==> src/rtl/rob_banked.sv <==
// Banked reorder buffer: one row dispatched and one row retired per cycle, with branch kill and exception flush.
// Commit is one cycle after the last writeback of the head row; dispatch stalls via o_dis_ready when all rows are in use.
module rob_banked #(
   parameter int NBANK      = 4,
   parameter int WIDTH_BANK = 3,
   parameter int WIDTH_REG  = 7,
   parameter int WIDTH_BRM  = 4,
   parameter int NWB        = 4,
   localparam int WIDTH_BK  = $clog2(NBANK),
   localparam int WIDTH_TAG = WIDTH_BANK + WIDTH_BK
) (
   input  logic                        i_clk,
   input  logic                        i_rst,
   input  logic                        i_dis_we,
   input  logic [NBANK-1:0]            i_dis_val,
   input  logic [NBANK*WIDTH_REG-1:0]  i_dis_prd,
   input  logic [NBANK*WIDTH_BRM-1:0]  i_dis_brmask,
   input  logic [31:0]                 i_dis_pc,
   output logic                        o_dis_ready,
   output logic [WIDTH_BANK-1:0]       o_dis_tag,
   input  logic [NWB-1:0]              i_wb_en,
   input  logic [NWB*WIDTH_TAG-1:0]    i_wb_tag,
   input  logic [NWB-1:0]              i_wb_exc,
   input  logic [WIDTH_BRM-1:0]        i_br_clr,
   input  logic                        i_kill_en,
   input  logic [WIDTH_BRM-1:0]        i_kill_mask,
   input  logic [WIDTH_BANK-1:0]       i_kill_row,
   output logic                        o_com_en,
   output logic [NBANK-1:0]            o_com_val,
   output logic [NBANK*WIDTH_REG-1:0]  o_com_prd,
   output logic                        o_exc,
   output logic [31:0]                 o_exc_pc
);
   localparam int SIZE = 2**WIDTH_BANK;

   logic [WIDTH_BANK-1:0] head_q, head_d, tail_q, tail_d;
   logic [WIDTH_BANK:0]   count_q, count_d;
   logic [29:0]           pc_q   [SIZE];
   logic [29:0]           pc_d   [SIZE];
   logic [NBANK-1:0]      val_q  [SIZE];
   logic [NBANK-1:0]      val_d  [SIZE];
   logic [NBANK-1:0]      busy_q [SIZE];
   logic [NBANK-1:0]      busy_d [SIZE];
   logic [NBANK-1:0]      exc_q  [SIZE];
   logic [NBANK-1:0]      exc_d  [SIZE];
   logic [WIDTH_REG-1:0]  prd_q  [SIZE][NBANK];
   logic [WIDTH_REG-1:0]  prd_d  [SIZE][NBANK];
   logic [WIDTH_BRM-1:0]  brm_q  [SIZE][NBANK];
   logic [WIDTH_BRM-1:0]  brm_d  [SIZE][NBANK];

   logic                  head_rdy, head_exc, com_en, dis_acc;
   logic [NBANK-1:0]      exc_vec;
   logic [WIDTH_BK-1:0]   exc_bank;
   logic [WIDTH_BANK-1:0] wb_row;
   logic [WIDTH_BK-1:0]   wb_bank;
   logic                  unused_pc_lsb;

   assign unused_pc_lsb = ^i_dis_pc[1:0];

   always_comb begin
      exc_vec  = val_q[head_q] & exc_q[head_q];
      head_rdy = (count_q != '0) && (busy_q[head_q] == '0);
      head_exc = head_rdy && (exc_vec != '0);
      com_en   = head_rdy && !head_exc;
      exc_bank = '0;
      for (int b = NBANK-1; b >= 0; b--) begin
         if (exc_vec[b]) exc_bank = WIDTH_BK'(b);
      end
   end

   assign o_dis_ready = (count_q != (WIDTH_BANK+1)'(SIZE));
   assign o_dis_tag   = tail_q;
   assign o_com_en    = com_en;
   assign o_com_val   = com_en ? val_q[head_q] : '0;
   assign o_exc       = head_exc;
   assign o_exc_pc    = head_exc ? {pc_q[head_q] + 30'(exc_bank), 2'b00} : '0;
   assign dis_acc     = i_dis_we && o_dis_ready && !i_kill_en && !head_exc;

   always_comb begin
      o_com_prd = '0;
      for (int b = 0; b < NBANK; b++) begin
         o_com_prd[b*WIDTH_REG +: WIDTH_REG] = com_en ? prd_q[head_q][b] : '0;
      end
   end

   always_comb begin
      head_d  = head_q;
      tail_d  = tail_q;
      count_d = count_q;
      pc_d    = pc_q;
      val_d   = val_q;
      busy_d  = busy_q;
      exc_d   = exc_q;
      prd_d   = prd_q;
      wb_row  = '0;
      wb_bank = '0;
      for (int r = 0; r < SIZE; r++) begin
         for (int b = 0; b < NBANK; b++) begin
            brm_d[r][b] = brm_q[r][b] & ~i_br_clr;
         end
      end
      // Qualify on stored state so every port hitting one slot contributes its exc bit.
      for (int p = 0; p < NWB; p++) begin
         wb_bank = i_wb_tag[p*WIDTH_TAG +: WIDTH_BK];
         wb_row  = i_wb_tag[p*WIDTH_TAG + WIDTH_BK +: WIDTH_BANK];
         if (i_wb_en[p] && val_q[wb_row][wb_bank] && busy_q[wb_row][wb_bank]) begin
            busy_d[wb_row][wb_bank] = 1'b0;
            exc_d[wb_row][wb_bank]  = exc_d[wb_row][wb_bank] | i_wb_exc[p];
         end
      end
      if (com_en) begin
         val_d[head_q] = '0;
         head_d        = head_q + 1'b1;
      end
      if (dis_acc) begin
         val_d[tail_q]  = i_dis_val;
         busy_d[tail_q] = i_dis_val;
         exc_d[tail_q]  = '0;
         pc_d[tail_q]   = i_dis_pc[31:2];
         for (int b = 0; b < NBANK; b++) begin
            prd_d[tail_q][b] = i_dis_prd[b*WIDTH_REG +: WIDTH_REG];
            brm_d[tail_q][b] = i_dis_brmask[b*WIDTH_BRM +: WIDTH_BRM];
         end
         tail_d = tail_q + 1'b1;
      end
      if (i_kill_en) begin
         for (int r = 0; r < SIZE; r++) begin
            for (int b = 0; b < NBANK; b++) begin
               if ((brm_q[r][b] & i_kill_mask) != '0) begin
                  val_d[r][b]  = 1'b0;
                  busy_d[r][b] = 1'b0;
               end
            end
         end
         tail_d  = i_kill_row + 1'b1;
         // Rows head..kill_row survive; a same-cycle commit removes one of them.
         count_d = {1'b0, i_kill_row - head_q} + (WIDTH_BANK+1)'(1)
                   - (WIDTH_BANK+1)'(com_en);
      end else begin
         count_d = count_q + (WIDTH_BANK+1)'(dis_acc) - (WIDTH_BANK+1)'(com_en);
      end
      if (head_exc) begin
         head_d  = '0;
         tail_d  = '0;
         count_d = '0;
         for (int r = 0; r < SIZE; r++) begin
            val_d[r]  = '0;
            busy_d[r] = '0;
            exc_d[r]  = '0;
         end
      end
   end

   always_ff @(posedge i_clk or posedge i_rst) begin
      if (i_rst) begin
         head_q  <= '0;
         tail_q  <= '0;
         count_q <= '0;
         for (int r = 0; r < SIZE; r++) begin
            pc_q[r]   <= '0;
            val_q[r]  <= '0;
            busy_q[r] <= '0;
            exc_q[r]  <= '0;
            for (int b = 0; b < NBANK; b++) begin
               prd_q[r][b] <= '0;
               brm_q[r][b] <= '0;
            end
         end
      end else begin
         head_q  <= head_d;
         tail_q  <= tail_d;
         count_q <= count_d;
         pc_q    <= pc_d;
         val_q   <= val_d;
         busy_q  <= busy_d;
         exc_q   <= exc_d;
         prd_q   <= prd_d;
         brm_q   <= brm_d;
      end
   end
endmodule
==> config.mk <==
export PLATFORM = sky130hd
export DESIGN_NAME = rob_banked
export DESIGN_NICKNAME = d
export VERILOG_FILES = /design/src/rtl/rob_banked.sv
export SDC_FILE = /design/constraint.sdc
export NUM_CORES = 2
export LEC_CHECK = 0
export ABC_AREA = 1
export BUFFER_PORTS_ARGS = -buffer_cell sky130_fd_sc_hd__buf_4
export CELL_PAD_IN_SITES_DETAIL_PLACEMENT = 1
export CELL_PAD_IN_SITES_GLOBAL_PLACEMENT = 2
export CORE_MARGIN = 2
export CORE_UTILIZATION = 38
export CTS_BUF_LIST = sky130_fd_sc_hd__clkbuf_2 sky130_fd_sc_hd__clkbuf_4 sky130_fd_sc_hd__clkbuf_8
export DETAILED_ROUTE_END_ITERATION = 8
export GPL_TIMING_DRIVEN = 0
export PLACE_DENSITY_LB_ADDON = 0.1
export SLEW_MARGIN = 40
export SYNTH_ARGS = -nofsm -noshare
export SYNTH_HDL_FRONTEND = slang
export SYNTH_SLANG_ARGS = --single-unit
==> constraint.sdc <==
create_clock -name i_clk -period 34.3 [get_ports i_clk]
set_input_delay 10.29 -clock i_clk [delete_from_list [all_inputs] [get_ports i_clk]]
set_output_delay 10.29 -clock i_clk [all_outputs]
set_load 0.05 [all_outputs]
==> impl_metrics.toml <==
[clocking]
cts_buffers = 132
clk-insertion-delay-late_ns = 0.85
cts_buffer_depth = 3
clkTransAtPathRegs_ns = 0.06
holdBufCountCts = 0
post-cts-setup-buffers = 0
cts-root-buf = "clkbuf_8"
htree_num_levels = 4
cts.sinks = 698
cts_tree = "done"
cts_resized = 0

[timing]
finalCriticalPeriod_ns = 18.73
maxSlewViolCount = 0
hold_viol = 0
fin_skew_ns = 0.0382
setup_viol = 0
layout_setup_ws_ns = 15.57
rsz0062_at_grt = "false"
finalCritPeriodShare_pct = 54.6
worstMarginPinSlew_ns = 0.979
slew_headroom_pct = 34.2
fmax_mhz = 53.4

[placed_design]
dpl_cell_area_mm2 = 0.0402
place_ws_ns = 16.61
numPortBuffers = 184
dpl.hpwl_mm = 147
gp_congestion = 1.03
place_inst = 6218

[hold_path]
holdCritPathClass = "flip-flop to flip-flop"
whs_endpoint = "pc_q[77]"
holdCritStartpoint = "pc_q[77]"
min_path_cells = 2

[setup_path]
r2r_setup_slack_ns = 27.53
cp_slowest_cell = "clkbuf_1"
critPathArrivalTime_ns = 8.44
path_max_fanout = 10
path_class = "flip-flop to output pin"
reg2reg_from = "head_q[0]"
reg2reg_depth = 20
worst_setup_path_start_kind = "flip-flop"
endpoint_kind = "output pin"
crit_top_cell = "nor2_1"
cp_data_required_time_ns = 24.01
critPathMaxStageDelay_ns = 0.75
r2r-end = "exc_q[11]"

[logic_synthesis]
syn_area_mm2 = 0.0367
ys_warn_count = 0
synth_fa_ha_area_share_pct = 0.641
yosys-top-cells-area = "dfrtp_1 (48%), nand2_1 (12%), o21ai_0 (9.5%)"
synth_xor_area_share_pct = 0.167
syn_area_per_cell_um2 = 7.73
synth.top_cell.area_share_pct = 47.6
synth_top_family_by_area = "simple AND/OR/NAND/NOR gates"
ys_seq_area_share_pct = 47.6
synth_mux_area_share_pct = 0.0273
synth-edff-count = 0
synth-async-reset-ratio_pct = 100
yosysMostFrequentCell = "nand2_1"
synth_top_cell_by_area = "dfrtp_1"
synth-simple-area-share_pct = 23.6
synthCells = 4745
synth_common_cells = "nand2_1 (1196), dfrtp_1 (698), o21ai_0 (698), nand3_1 (401), inv_1 (373)"
ys_ff_latch = 698
synth-main-ff-cell = "dfrtp_1"
synth_compound_area_share_pct = 20.5
synth_cell_types = 48

[grt]
grt_pass1_vias = 39400
grt_start_max_net_pins = 77
overflow = 0
grt_pass1_wl_mm = 283
globalRouteTotalUtil_pct = 39.5
antenna_found_initial = 2

[layout]
fin_util_pct = 45.2
fin_area_mm2 = 0.0431
area_growth_pct = 17.5
nets = 5227
fillerInstances = 11800
instances_no_fill = 6454
drive_gt1_share_pct = 11.8

[route]
drc = 0
wl_mm = 197
drt_iter0_drc = 4171
ant_nets = 0
wl_per_cell_um = 30.5
post_drt_via_cell_ratio = 6.09
via_count = 39300
first_pass_iters = 5

[status]
status = "finished clean"

[floorplanning]
rows = 113
die-height_um = 315
initial_core_util_pct = 38.5
core_mm2 = 0.0953
die-area_mm2 = 0.0990
pin_count = 193
die_w_um = 315

[pwr]
vdd_drop_max_mv = 0.103
combPwrFrac_pct = 42.5
p_clk_share_pct = 22.2
power.density_mw_per_mm2 = 93.5
seq_power_share_pct = 35.3
p_leak_nw = 20.2
p_sw_share_pct = 47.1
finalPower_mw = 4.03
power.net_switching_mw = 1.90
internal_power_mw = 2.13

[job]
cap_violations = 0
[area by class of cell]
cell class / instances / area [um2] / area share (%)
inverter: 386 / 1460 / 3.39
multi-input combinational: 3365 / 16600 / 38.6
buffer: 297 / 1350 / 3.13
tap: 1265 / 1580 / 3.67
clock buffer: 210 / 2590 / 6.01
clock inverter: 23 / 251 / 0.584
timing repair buffer: 207 / 1760 / 4.09
sequential: 698 / 17500 / 40.6
antenna: 3 / 7.51 / 0.0174
[placed cells by master (no fill, tap or decap), drive strengths merged, types with 13 or more instances in the layout]
cell type	count
nand4	47
clkinv	17
o221ai	17
o21ai	708
a21oi	131
buf	293
nand2	1196
a221oi	81
o22ai	192
or2	24
nor3	51
a22o	72
clkbuf	421
o41ai	20
ha	14
nand3	402
dfrtp	698
nor4	16
inv	387
a211oi	13
or4	17
nor2	295
a22oi	25
[through the flow]
stage,TNS (ns),hold slack [ns]
finish,0,0.483
global route,0,0.510
CTS,0,0.481
detailed placement,0,0.468
global placement,-3029.03,0.460
floorplan,0,0.446
[critical path, delay by kind of cell, from the launching register on]
| kind | cells | cell delay [ns] |
|---|---|---|
| compound gates | 1 | 0.18 |
| fa+ha+maj | 2 | 0.66 |
| buf+inv | 11 | 3.02 |
| flops | 1 | 0.32 |
| simple gates | 15 | 3.39 |
[worst max path at each step]
stage                    from            to  slack [ns]  cells after the start
floorplan               i_rst      brm_q[0]        4.44                      1
global placement        i_rst      exc_q[8]       -4.44                      2
detailed placement  head_q[2]  o_exc_pc[28]       16.61                     30
CTS                 head_q[2]  o_exc_pc[28]       15.71                     30
global route        head_q[2]  o_exc_pc[28]       15.17                     29
finish              head_q[2]  o_exc_pc[28]       15.57                     29
[kinds of logic after synthesis]
| group | Yosys count |
|---|---|
| adder cells (fa/ha/maj) | 17 |
| XOR/XNOR | 7 |
| flip-flops | 698 |
| multiplexers | 1 |
| AO/OA/AOI/OAI | 1279 |
| buffers and inverters | 683 |
| other | 1 |
| AND/OR/NAND/NOR | 2059 |
[flip-flops by register name, summed over array words and instances (netlist names)]
signal / cells
pc_q: 240
exc_q: 32
o_dis_tag: 3
busy_q: 32
brm_q: 128
count_q: 4
head_q: 3
prd_q: 224
val_q: 32
[power by group through the flow]
| stage | combinational, mW | clock [mW] | sequential, mW |
|---|---|---|---|
| 2_1_floorplan | 1.03 | 0 | 1.31 |
| 3_3_place_gp | 1.63 | 0 | 1.41 |
| 3_5_place_dp | 1.67 | 0 | 1.41 |
| 4_1_cts | 1.68 | 0.904 | 1.40 |
| 5_1_grt | 1.84 | 0.940 | 1.44 |
| 6_report | 1.71 | 0.895 | 1.42 |
[metal layers]
metal / global-route usage (%) / vias to the layer above / share of wire [%]
met3: 8.79 / 487 / 8.6
met5: 0 / - / 0
met4: 20.5 / 0 / 5.6
li1: - / 16900 / -
met1: 53.2 / 19900 / 42
met2: 59.7 / 1969 / 44
No activity file was read; power rests on OpenSTA's default activity.
